<file path="src/rtl/barrel_shifter_pipe_nb.sv">
// Pipelined barrel shifter (LSL/LSR/ROL/ASR) with carry-in fill and carry-out capture.
// Right shifts run as left rotates of a bit-reversed {operand, fill} pair; one register per stage.
module barrel_shifter_pipe_nb #(
   parameter  int WIDTH = 8,
   localparam int SH_W  = $clog2(WIDTH)
) (
   input  logic             clk,
   input  logic             rst_n,
   input  logic             flush,
   input  logic             in_valid,
   output logic             in_ready,
   input  logic [WIDTH-1:0] in,
   input  logic [WIDTH-1:0] cin,
   input  logic [SH_W-1:0]  sh,
   input  logic [1:0]       mode,
   output logic             out_valid,
   input  logic             out_ready,
   output logic [WIDTH-1:0] out,
   output logic [WIDTH-1:0] cout
);
   localparam int DW = 2 * WIDTH;
   localparam logic [1:0] MODE_LSL = 2'b00;
   localparam logic [1:0] MODE_LSR = 2'b01;
   localparam logic [1:0] MODE_ROL = 2'b10;
   localparam logic [1:0] MODE_ASR = 2'b11;

   function automatic logic [WIDTH-1:0] rev_fn(input logic [WIDTH-1:0] v);
      logic [WIDTH-1:0] r;
      r = {WIDTH{1'b0}};
      for (int i = 0; i < WIDTH; i++) begin
         r[i] = v[WIDTH-1-i];
      end
      return r;
   endfunction

   // Upper half is the result; lower half holds the rotated-out bits, trimmed to the shift count.
   function automatic logic [DW-1:0] finish_fn(input logic [DW-1:0]    v,
                                               input logic [WIDTH-1:0] m,
                                               input logic [1:0]       md);
      logic [WIDTH-1:0] hi;
      logic [WIDTH-1:0] lo;
      hi = v[DW-1:WIDTH];
      lo = v[WIDTH-1:0] & m;
      if (md[0]) begin
         hi = rev_fn(hi);
         lo = rev_fn(lo);
      end else begin
         hi = hi;
         lo = lo;
      end
      if (md == MODE_ROL) begin
         lo = {WIDTH{1'b0}};
      end else begin
         lo = lo;
      end
      return {hi, lo};
   endfunction

   logic                  adv_s;
   logic [DW-1:0]         pre_v_s;
   logic [DW-1:0]         v_in_s   [SH_W];
   logic [DW-1:0]         rot_v_s  [SH_W];
   logic [DW-1:0]         load_v_s [SH_W];
   logic [WIDTH-1:0]      m_in_s   [SH_W];
   logic [WIDTH-1:0]      rot_m_s  [SH_W];
   logic [1:0]            md_in_s  [SH_W];
   logic                  b_in_s   [SH_W];
   logic [SH_W-2:0]       sh_in_s  [1:SH_W-1];

   logic [SH_W-1:0]       valid_r;
   logic [DW-1:0]         data_r   [SH_W];
   logic [WIDTH-1:0]      mask_r   [1:SH_W-1];
   logic [1:0]            mode_r   [1:SH_W-1];
   logic [SH_W-2:0]       sh_r     [1:SH_W-1];

   assign adv_s     = out_ready || !valid_r[0];
   assign in_ready  = adv_s;
   assign out_valid = valid_r[0];
   assign out       = data_r[0][DW-1:WIDTH];
   assign cout      = data_r[0][WIDTH-1:0];

   // Map every mode onto a left rotate of {operand, fill}.
   always_comb begin
      pre_v_s = {in, cin};
      case (mode)
         MODE_LSL: pre_v_s = {in, cin};
         MODE_LSR: pre_v_s = {rev_fn(in), rev_fn(cin)};
         MODE_ROL: pre_v_s = {in, in};
         MODE_ASR: pre_v_s = {rev_fn(in), {WIDTH{in[WIDTH-1]}}};
         default:  pre_v_s = {in, cin};
      endcase
   end

   for (genvar k = 0; k < SH_W; k++) begin : g_stage
      localparam int D = 1 << k;

      if (k == SH_W - 1) begin : g_first
         assign v_in_s[k]  = pre_v_s;
         assign m_in_s[k]  = {WIDTH{1'b0}};
         assign md_in_s[k] = mode;
         assign b_in_s[k]  = sh[k];
         assign sh_in_s[k] = sh[SH_W-2:0];
      end else begin : g_next
         assign v_in_s[k]  = data_r[k+1];
         assign m_in_s[k]  = mask_r[k+1];
         assign md_in_s[k] = mode_r[k+1];
         assign b_in_s[k]  = sh_r[k+1][k];
         if (k > 0) begin : g_sh
            assign sh_in_s[k] = sh_r[k+1];
         end
      end

      // The mask grows by D ones each time this stage actually shifts.
      assign rot_v_s[k] = b_in_s[k] ? {v_in_s[k][DW-1-D:0], v_in_s[k][DW-1 -: D]} : v_in_s[k];
      assign rot_m_s[k] = b_in_s[k] ? {m_in_s[k][WIDTH-1-D:0], {D{1'b1}}} : m_in_s[k];

      if (k == 0) begin : g_last
         assign load_v_s[k] = finish_fn(rot_v_s[k], rot_m_s[k], md_in_s[k]);
      end else begin : g_mid
         assign load_v_s[k] = rot_v_s[k];
      end
   end

   // Stage registers: async clear, flush drops valids only, everything else moves on adv.
   always_ff @(posedge clk or negedge rst_n) begin
      if (!rst_n) begin
         valid_r <= {SH_W{1'b0}};
         for (int k = 0; k < SH_W; k++) begin
            data_r[k] <= {DW{1'b0}};
         end
         for (int k = 1; k < SH_W; k++) begin
            mask_r[k] <= {WIDTH{1'b0}};
            mode_r[k] <= 2'b00;
            sh_r[k]   <= {(SH_W-1){1'b0}};
         end
      end else if (flush) begin
         valid_r <= {SH_W{1'b0}};
      end else if (adv_s) begin
         valid_r <= {in_valid, valid_r[SH_W-1:1]};
         for (int k = 0; k < SH_W; k++) begin
            data_r[k] <= load_v_s[k];
         end
         for (int k = 1; k < SH_W; k++) begin
            mask_r[k] <= rot_m_s[k];
            mode_r[k] <= md_in_s[k];
            sh_r[k]   <= sh_in_s[k];
         end
      end
   end

endmodule

</file>
<file path="config.mk">
export PLATFORM = sky130hd
export DESIGN_NAME = barrel_shifter_pipe_nb
export DESIGN_NICKNAME = d
export VERILOG_FILES = /design/src/rtl/barrel_shifter_pipe_nb.sv
export SDC_FILE = /design/constraint.sdc
export NUM_CORES = 1
export LEC_CHECK = 0
export BUFFER_PORTS_ARGS = -buffer_cell sky130_fd_sc_hd__buf_2
export CORE_MARGIN = 5
export CORE_UTILIZATION = 40
export CTS_CLUSTER_SIZE = 16
export DETAILED_ROUTE_END_ITERATION = 12
export HOLD_SLACK_MARGIN = 0.15
export MAX_ROUTING_LAYER = met4
export RECOVER_POWER = 25
export SYNTH_ARGS = -nofsm -noshare
export SYNTH_HDL_FRONTEND = slang
export SYNTH_SLANG_ARGS = --single-unit
</file>
<file path="constraint.sdc">
create_clock -name clk -period 2.45 [get_ports clk]
set_clock_uncertainty 0.2 [all_clocks]
set_input_delay 0 -clock clk [delete_from_list [all_inputs] [get_ports clk]]
set_output_delay 0 -clock clk [all_outputs]
set_load 0.01 [all_outputs]
</file>
-- Word-level counts from Yosys, hierarchy flattened
Cells that the tools add are included.
- register bits after elaboration: 74
- bits of input ports: 26
- logic and storage cells: 33
- equality and inequality tests: 4
- mux-type cells: 12
- bitwise logic cells: 2
- reduce and logical (&&, ||, !) cells: 5
- operators with widths (operator ; number):
    case mux 16 bit (4 select lines) ; 1
    two-way mux 16 bit ; 3
    two-way mux 8 bit ; 5
    bitwise AND 8 bit ; 1
    equality test 2 bit, second input constant ; 3
    two-way mux 3 bit ; 2
    two-way mux 4 bit ; 1
    equality test 2 x 1 -> 1 bit, second input constant ; 1
    logical NOT 2 bit ; 1
    AND reduction 2 bit ; 1
    nonzero test 2 bit ; 1
    logical NOT 1 bit ; 1
    logical OR 1 bit ; 1
    NOT 1 bit ; 1

-- Longest topological paths before layout
Gate-level depths: netlist of run 1.
- depth after elaboration: 4
- mapped depth: 6

-- Worst setup path after synthesis of run 1
Ideal clock, no wire load.
- path kind: flip-flop to flip-flop
- from: register valid_r[0]
- to: register sh_r, in the netlist sh_in_s[2]
- library setup time: 125 ps
- arrival time: 1543 ps
- path slack: 582 ps
- cell stages (with the launch flop): 6
- clock period less this slack: 1868 ps
- cells stage by stage: dfrtp_1 -> nor2b_1 -> clkbuf_1 -> nor2_2 -> buf_2 -> mux2_2
- cells in the longest elaborated chain, start to end: 3
- ends and longest elaborated chain (what ; line ; source):
    from (decl) ; 70 ; logic [SH_W-1:0] valid_r;
    from (signal assigned) ; 127 ; valid_r <= {SH_W{1'b0}};
    from (signal assigned) ; 137 ; valid_r <= {SH_W{1'b0}};
    from (signal assigned) ; 139 ; valid_r <= {in_valid, valid_r[SH_W-1:1]};
    logical NOT 1 bit ; 76 ; assign adv_s = out_ready || !valid_r[0];
    logical OR 1 bit ; 76 ;
    AND reduction 2 bit (no line) ; n/a ;
    to (signal, indexed assignment) ; 134 ; sh_r[k] <= {(SH_W-1){1'b0}};
    to (signal, indexed assignment) ; 146 ; sh_r[k] <= sh_in_s[k];
    to (decl) ; 74 ; logic [SH_W-2:0] sh_r [1:SH_W-1];
Every way passes these cells.
A chain may end at the register's enable or synchronous reset.

-- Worst setup path in the final report of run 1
- from: input port cin[7]
- to: register data_r[11] in the netlist's numbering
- cells in the longest elaborated chain, start to end: 2
- ends and longest elaborated chain (what ; line ; source):
    from (decl) ; 13 ; input logic [WIDTH-1:0] cin,
    case mux 16 bit (4 select lines) ; 85 ; case (mode)
    two-way mux 16 bit ; 114 ; assign rot_v_s[k] = b_in_s[k] ? {v_in_s[k][DW-1-D:0], v_in_s[k][DW-1 -: D]} : v_in_s[k];
    to (signal, indexed assignment) ; 129 ; data_r[k] <= {DW{1'b0}};
    to (signal, indexed assignment) ; 141 ; data_r[k] <= load_v_s[k];
    to (decl) ; 71 ; logic [DW-1:0] data_r [SH_W];
Every way passes these cells.

==> impl_metrics.csv, run 1 <==
group,metric,value,unit
outcome,status,"finished, final reports clean",
synth,yosysWarnings,0,
route,ant_nets,0,
floorplanning,dieArea,10900,um^2
synth,ys.flop_type,"dfrtp_1",
sta,setup_viol,0,
sta,worst_pin_slew,1.01,ns
final_layout,post_layout_nonfiller_instances,504,
setup_path,crit_top_cell,"dlygate4sd3_1",
setup_path,path_max_fanout,2,
placed_design,port_buffers,43,
sta,period_minus_slack,2.30,ns
sta,finalHoldViolations,0,
clock_network,cts_tree,"yes",
route,viasPerCell,5.26,
global_routing,grtUsageTotal,15.7,%
min_path,worstHoldPathCells,3,
synth,synth_top_area_cell,"dfrtp_1",
route,drc,0,
sta,relSlewSlack,32.8,%
synth,synth_top_area_share,43.0,%
final_layout,final_nets,417,
synth,synth.cell_area,3550,um^2
clock_network,cts_setup_buffers,0,
placed_design,dp_hpwl,5340,um
synth,avgSynthCellArea,10.9,um^2
clock_network,cts-buffers-inserted,9,
final_layout,design_area,4370,um^2
final_layout,drive_gt1_share,25.0,%
synth,synth_area_leaders,"dfrtp_1, mux2i_1, mux2_2",
synth,synthCells,327,
synth,seq_area_frac_synth,43.0,%
synth,synth_edf_count,0,
setup_path,cp.arrival,2.33,ns
route,wire_per_inst,15.6,um
route,drtIter0Drc,122,
synth,ys_seq_elements,61,
clock_network,clock_path_buffers,2,
final_layout,nFillCells,804,
global_routing,gr-total-overflow,0,
final_layout,area_growth_syn_to_layout,22.9,%
final_layout,diodes,0,
pwr,ir_drop,0.290,mV
final_layout,final_util,50.3,%
clock_network,clk_latency,0.34,ns
floorplanning,row_count,34,
clock_network,cts_root_buf,"clkbuf_8",
synth,synthTopCellsByCount,"dfrtp_1, o21ai_0, mux2i_1",
sta,slew_violations,0,
global_routing,antenna_found_initial,0,
clock_network,clkSlewWorstSetupHoldPaths,0.07,ns
global_routing,grt_pass1_vias,2704,
floorplanning,core-area,8680,um^2
sta,rsz0062_at_grt,"false",
floorplanning,die_height,104,um
route,via_count,2650,
min_path,hold_path.class,"in2reg",
pwr,cellLeakagePower,0.00188,uW
route,drt_pass1_iterations,4,
clock_network,h-tree-depth,3,
global_routing,grt_pass1_wl,13500,um
clock_network,clkSinkCount,61,
placed_design,placed_cell_area,3710,um^2
setup_path,crit_chain,"dlygate4sd3_1 -> buf_2 -> mux2_2 -> o211ai_1 -> dlygate4sd3_1 -> a31oi_1 -> dlygate4sd3_1",
setup_path,cp_slowest_cell,"dlygate4sd3_1",
setup_path,crit_required,2.48,ns
setup_path,rr_worst_depth,5,
setup_path,crit_path_start_kind,"input pin",
pwr,powerDensity,679,nW/um^2
setup_path,worst_setup_path_end_kind,"flip-flop",
global_routing,grt_max_degree,35,
sta,fin_setup_tns,0,ns
floorplanning,start_util,40.9,%
sta,clock.fmax,434,MHz
sta,finalCritPeriodShare,94.0,%
floorplanning,die_x,104,um
placed_design,gp_congestion,0.802,
floorplanning,ios,44,
synth,yosysUniqueCellTypes,33,
route,wl,7870,um
placed_design,dp.cells,440,
synth,ys_async_sr_fraction,100,%
setup_path,critPathKind,"in2reg",
synth,syn_nets,353,
run,cap_violations,0,
sta,whs,0.222,ns
setup_path,slowest_delay,0.58,ns
synth,synth_most_common_cell,"dfrtp_1",
## worst paths after layout
kind / endpoint / from / slack (ns)
min in group asynchronous: valid_r[1]$_DFFE_PN0P_ / rst_n / 0.68
max in group asynchronous: out[6]$_DFFE_PN0P_ / rst_n / 0.38
worst max register to register: data_r[5]$_DFFE_PN0P_ / valid_r[0]$_DFFE_PN0P_ / 0.38
worst max-delay path: data_r[11]$_DFFE_PN0P_ / cin[7] / 0.15
worst min register to register: cout[0]$_DFFE_PN0P_ / cout[0]$_DFFE_PN0P_ / 0.29
worst min-delay path: sh_in_s[2]$_DFFE_PN0P_ / sh[0] / 0.22
## layer usage
metal  up-vias  global-route usage (%)  wire length (um)
met3        11                    4.28               428
li1       1321                       -                 -
met1      1257                    20.2              3640
met5         -                       -                 0
met4         0                    5.27               121
met2        61                    23.9              3680
## report_power, final
part	internal (uW)	switching, uW	leakage, uW
Clock	493	404	0.0000943
Combinational	394	319	0.00104
Sequential	1180	168	0.000742
Total	2070	891	0.00188
## per-stage QoR
stage	power [uW]	worst slack, ns
after floorplan	1880	0.582
after global placement	2010	0.590
after detailed placement	2030	0.489
after CTS	3010	0.186
after global routing	3150	0.0239
final	2960	0.146
## cell families after synthesis
logic type	count (synthesis)	share of synthesized area, %
flip-flops	61	43.0
buffers and inverters	50	7.54
multiplexers	83	28.9
AO/OA/AOI/OAI	99	15.5
AND/OR/NAND/NOR	34	5.18
## cells in the final DEF, fill, tap and decap left out, drive strengths merged, types with 2 or more instances in the layout
master / n
clkinvlp: 3
buf: 30
dfrtp: 61
inv: 5
o21ai: 63
mux2: 39
clkbuf: 30
a31oi: 10
a22oi: 2
and3: 3
nand2: 8
mux4: 9
clkinv: 2
and3b: 4
nor2b: 2
o211ai: 4
a32oi: 2
a21oi: 13
dlygate4sd3: 48
o2bb2ai: 2
nor2: 6
mux2i: 35
nand2b: 2
nand3: 6
o22a: 2
## worst max-delay path: cells and delay by family
| kind | cells | cell delay (ns) |
|---|---|---|
| AO/OA/AOI/OAI | 2 | 0.25 |
| multiplexers | 1 | 0.27 |
| buffers and inverters | 4 | 1.80 |
## flip-flops by register name (all words and copies together) (netlist names)
signal and flops:
m_in_s 4, valid_r 3, md_in_s 4, out 8, b_in_s 2, cout 8
sh_in_s 1, data_r 31
## what timing repair did
action                                 4_1_cts  5_1_grt
endpoints found under the hold margin      116        0
resized for setup                            0        1
setup endpoints to repair                    0        1
hold buffers                                48        0
## cell type report
type,count,area [um^2],area share [%]
multi-input combinational,216,1760,40.3
inverter,5,18.8,0.430
clock inverter,6,62.6,1.43
sequential,61,1530,35.0
timing repair buffer,98,724,16.6
clock buffer,10,138,3.15
tap,108,135,3.09
No activity file was read; power rests on OpenSTA's default activity.
==> inputs of run 2 (changes only) <==
Settings changed: SETUP_SLACK_MARGIN set to 0.15.
==> run 2 against run 1 <==
Register-to-register slack got worse by 0.03 ns. Combinational power about the same. Sequential power is essentially flat. Maximum frequency up 3.0%. Critical path type unchanged. Largest power group unchanged. Highest routed layer unchanged. Clock-buffer cell count did not move. Routed wire length barely moved.
==> impl_metrics.csv, run 2 (synthesized netlist as in run 1, its figures left out) <==
group,metric,value,unit
outcome,status,"finished, final reports clean",
placed_design,dp_hpwl,5340,um
final_layout,largest_reg_flops,31,
clock_network,cts_setup_buffers,0,
min_path,worstHoldPathCells,4,
global_routing,met3_usage,4.10,%
floorplanning,die_height,104,um
final_layout,top_register,"data_r",
sta,slew_violations,0,
setup_path,cp.arrival,2.26,ns
placed_design,dp.cells,440,
placed_design,dp_slack,0.489,ns
setup_path,path_max_fanout,12,
clock_network,h-tree-depth,3,
global_routing,grt_max_degree,35,
floorplanning,row_count,34,
global_routing,use_met2,23.9,%
floorplanning,start_util,40.9,%
clock_network,clock_path_buffers,2,
sta,worst_pin_slew,1.00,ns
setup_path,r2r_slack,0.35,ns
setup_path,rr_worst_depth,5,
sta,fin_setup_tns,0,ns
route,viasPerCell,5.26,
setup_path,crit_required,2.47,ns
placed_design,port_buffers,43,
final_layout,final_nets,415,
sta,relSlewSlack,33.1,%
sta,worst_slack,0.213,ns
route,wl,7870,um
final_layout,final_common_cell,"dfrtp_1",
sta,rsz0062_at_grt,"false",
route,via_count,2640,
sta,period_minus_slack,2.24,ns
route,drtIter0Drc,137,
sta,finalCritPeriodShare,91.3,%
pwr,ir_drop,0.290,mV
run,cap_violations,0,
min_path,holdPathEnd,"data_r[7]$_DFFE_PN0P_",
global_routing,grt_busiest_layer,"met2",
final_layout,diodes,0,
clock_network,cts-buffers-inserted,9,
floorplanning,ios,44,
final_layout,area_growth_syn_to_layout,22.6,%
floorplanning,core-area,8680,um^2
sta,setup_viol,0,
global_routing,grt_pass1_wl,13500,um
pwr,powerDensity,679,nW/um^2
sta,finalHoldViolations,0,
route,wire_per_inst,15.7,um
route,drc,0,
clock_network,clkSlewWorstSetupHoldPaths,0.07,ns
setup_path,crit_path_start_kind,"input pin",
global_routing,grt_pass1_vias,2688,
min_path,hold_path.class,"in2reg",
final_layout,post_layout_nonfiller_instances,502,
clock_network,clkSinkCount,61,
clock_network,cts_root_buf,"clkbuf_8",
clock_network,clk_latency,0.34,ns
setup_path,critPathKind,"in2reg",
pwr,cellLeakagePower,0.00188,uW
setup_path,worstReg2RegStart,"valid_r[0]$_DFFE_PN0P_",
floorplanning,die_x,104,um
floorplanning,dieArea,10900,um^2
setup_path,worst_setup_path_end_kind,"flip-flop",
global_routing,antenna_found_initial,0,
clock_network,cts_tree,"yes",
route,ant_nets,0,
route,drt_pass1_iterations,4,
final_layout,final_cell_mix,"dfrtp_1, o21ai_0, dlygate4sd3_1",
global_routing,grtUsageTotal,15.6,%
global_routing,met1_usage,20.3,%
sta,clock.fmax,447,MHz
final_layout,drive_gt1_share,25.4,%
global_routing,gr-total-overflow,0,
setup_path,r2r_end,"data_r[5]$_DFFE_PN0P_",
placed_design,gp_congestion,0.802,
min_path,min_from,"mode[1]",
[run 2: worst max-delay path: stages]
cell and delay [ns]:
dlygate4sd3_1 0.54, buf_4 0.18, mux2_4 0.26, mux4_2 0.45
dlygate4sd3_1 0.57, mux2_4 0.26
[run 2: how the worst max path moves through the flow]
stage          cells after the start                endpoint                   start  slack, ns
2_1_floorplan                      5  sh_in_s[2]$_DFFE_PN0P_  valid_r[0]$_DFFE_PN0P_       0.58
3_3_place_gp                       5      out[6]$_DFFE_PN0P_  valid_r[0]$_DFFE_PN0P_       0.59
3_5_place_dp                       5      out[5]$_DFFE_PN0P_  valid_r[0]$_DFFE_PN0P_       0.49
4_1_cts                            7  data_r[11]$_DFFE_PN0P_                  cin[0]       0.21
5_1_grt                            4     cout[6]$_DFFE_PN0P_                   rst_n       0.14
6_report                           6   data_r[2]$_DFFE_PN0P_                   in[7]       0.21
[run 2: where the power goes]
part | total, uW | internal (uW) | switching, uW
Clock | 892 | 493 | 400
Combinational | 711 | 391 | 320
Sequential | 1350 | 1180 | 169
Total | 2960 | 2070 | 888
[run 2: stage by stage]
stage | cell area, um^2 | total power, uW | hold slack, ns | utilization (%)
final | 4360 | 2960 | 0.192 | 50.2
after global routing | 4360 | 3150 | 0.211 | 50.2
after CTS | 4380 | 3010 | 0.202 | 50.5
after detailed placement | 3710 | 2030 | -0.262 | 42.7
after global placement | 3710 | 2010 | -0.262 | 42.7
after floorplan | 3550 | 1880 | -0.496 | -
[run 2: final cells by class]
type | count | area [um^2]
sequential | 61 | 1530
inverter | 5 | 18.8
clock buffer | 10 | 138
multi-input combinational | 216 | 1770
clock inverter | 6 | 62.6
timing repair buffer | 96 | 707
tap | 108 | 135
fill | 804 | 4320
[run 2: timing repair]
action | CTS | global route
setup endpoints to repair | 0 | 4
hold buffers | 47 | 0
resized for setup | 0 | 4
endpoints found under the hold margin | 116 | 0
[run 2: layer usage]
| metal | share of wire (%) | routed length (um) | vias to the layer above |
|---|---|---|---|
| li1 | - | - | 1316 |
| met1 | 47 | 3720 | 1256 |
| met2 | 47 | 3670 | 56 |
| met3 | 4.3 | 342 | 12 |
| met4 | 1.8 | 138 | 0 |
| met5 | 0 | 0 | - |
==> inputs of run 3 (changes only) <==
Settings changed: GPL_TIMING_DRIVEN set to 0.
==> run 3 against run 2 <==
Die area stayed put. Largest power group unchanged. Hold slack better by 0.014 ns. Routed wire length is 10% higher. Clock-buffer cell count is 1 higher. Combinational power is 24% higher. The flow now finishes with violations (capacitance limit). Largest cell class unchanged.
==> impl_metrics.csv, run 3 (synthesized netlist as in run 1, its figures left out) <==
group,metric,value,unit
global_routing,grt_max_degree,62,
setup_path,crit_top_cell,"dlygate4sd3_1",
route,drtIter0Drc,128,
sta,rsz0062_at_grt,"true",
min_path,hold_path.class,"in2reg",
outcome,status,"finished with violations",
sta,setup_viol,0,
global_routing,antenna_found_initial,0,
floorplanning,core-area,8680,um^2
clock_network,clk_latency,0.34,ns
final_layout,largest_reg_flops,31,
route,via_count,2901,
global_routing,grt_pass1_vias,2920,
clock_network,cts_root_buf,"clkbuf_8",
final_layout,top_register,"data_r",
global_routing,grt_pass1_wl,14500,um
route,wl,8660,um
setup_path,cp.arrival,2.29,ns
global_routing,use_met2,27.5,%
outcome,violations,"capacitance limit",
placed_design,gp_congestion,0.860,
clock_network,clock_path_buffers,2,
sta,period_minus_slack,2.26,ns
setup_path,crit_required,2.47,ns
clock_network,cts_tree,"yes",
sta,worst_pin_slew,1.49,ns
floorplanning,dieArea,10900,um^2
placed_design,port_buffers,40,
final_layout,final_nets,451,
global_routing,gr-total-overflow,0,
setup_path,path_buf_inv,3,
floorplanning,die_x,104,um
setup_path,crit_family,"buffers and inverters",
pwr,cellLeakagePower,0.00204,uW
setup_path,slowest_delay,0.57,ns
route,viasPerCell,5.39,
route,drt_pass1_iterations,4,
sta,fin_setup_tns,0,ns
sta,relSlewSlack,0.735,%
clock_network,cts-buffers-inserted,9,
route,ant_nets,0,
route,wire_per_inst,16.1,um
final_layout,final_cell_mix,"dfrtp_1, o21ai_0, buf_2",
floorplanning,row_count,34,
sta,clock.fmax,442,MHz
global_routing,grt_busiest_layer,"met2",
placed_design,dp_hpwl,6070,um
clock_network,clkSinkCount,61,
placed_design,placed_cell_area,3890,um^2
floorplanning,start_util,40.9,%
clock_network,clkSlewWorstSetupHoldPaths,0.06,ns
global_routing,grtUsageTotal,16.7,%
route,drc,0,
pwr,powerDensity,673,nW/um^2
final_layout,area_growth_syn_to_layout,28.2,%
final_layout,diodes,0,
setup_path,cp_slowest_cell,"dlygate4sd3_1",
clock_network,h-tree-depth,3,
sta,finalCritPeriodShare,92.4,%
final_layout,drive_gt1_share,31.9,%
final_layout,final_common_cell,"dfrtp_1",
sta,finalHoldViolations,0,
setup_path,critPathKind,"in2reg",
setup_path,crit_path_start_kind,"input pin",
setup_path,path_max_fanout,4,
run,cap_violations,1,
setup_path,worst_setup_path_end_kind,"flip-flop",
global_routing,met1_usage,20.2,%
floorplanning,die_height,104,um
pwr,ir_drop,0.251,mV
final_layout,design_area,4550,um^2
setup_path,r2r_slack,0.29,ns
floorplanning,ios,44,
setup_path,crit_chain,"buf_2 -> dlygate4sd3_1 -> mux2_2 -> mux4_2 -> dlygate4sd3_1 -> mux2_4",
global_routing,met3_usage,2.36,%
sta,slew_violations,0,
-- run 3: changes by cell type in the layout (fill, tap and decap cells not counted), sizes merged --
cell,change
clkinvlp,-2
inv,-1
buf,+40
clkbuf,-1
dlygate4sd3,-2
clkinv,+2
-- run 3: stage by stage --
stage / power (uW) / cells / hold slack, ns / worst slack [ns] / utilization (%)
floorplan: 1880 / 327 / -0.496 / 0.582 / -
global placement: 2120 / 475 / 0.0336 / 0.263 / 44.8
detailed placement: 2140 / 475 / 0.0389 / 0.246 / 44.8
CTS: 3080 / 535 / 0.209 / 0.162 / 52.1
global route: 3240 / 538 / 0.254 / 0.117 / 52.5
finish: 3060 / 538 / 0.206 / 0.185 / 52.5
-- run 3: worst paths after layout --
kind                                   startpoint                      to  depth (start not counted)
max                                       mode[1]   data_r[9]$_DFFE_PN0P_                          6
min                                       mode[1]  md_in_s[3]$_DFFE_PN0P_                          4
max reg2reg                valid_r[0]$_DFFE_PN0P_      out[5]$_DFFE_PN0P_                          6
min reg2reg                   cout[0]$_DFFE_PN0P_     cout[0]$_DFFE_PN0P_                          1
max in group asynchronous                   rst_n   data_r[8]$_DFFE_PN0P_                          2
min in group asynchronous                   rst_n      out[7]$_DFFE_PN0P_                          2
-- run 3: cell type report --
cell class	count	area, um^2
clock inverter	5	50.0
timing repair buffer	87	662
buffer	45	253
multi-input combinational	216	1760
fill	788	4120
inverter	5	22.5
clock buffer	11	141
sequential	61	1530
tap	108	135
-- run 3: per-layer routing --
metal,vias up,share of wire [%]
met2,93,49
met4,0,3.1
met3,19,4.5
li1,1384,-
met5,-,0
met1,1405,43
-- run 3: tightest hold or removal path: cells and delay by family --
family | cells | cell delay, ns
mux | 1 | 0.18
buf+inv | 3 | 0.53
-- run 3: report_power, final --
part | leakage, uW | switching [uW] | internal, uW
clock network | 0.000103 | 381 | 490
logic | 0.00119 | 397 | 485
registers | 0.000742 | 125 | 1190
-- run 3: what timing repair did --
action,4_1_cts,5_1_grt
resized for setup,0,5
hold buffers,44,2
endpoints found under the setup margin,0,12
hold endpoints to repair,88,2
setup buffers,0,3
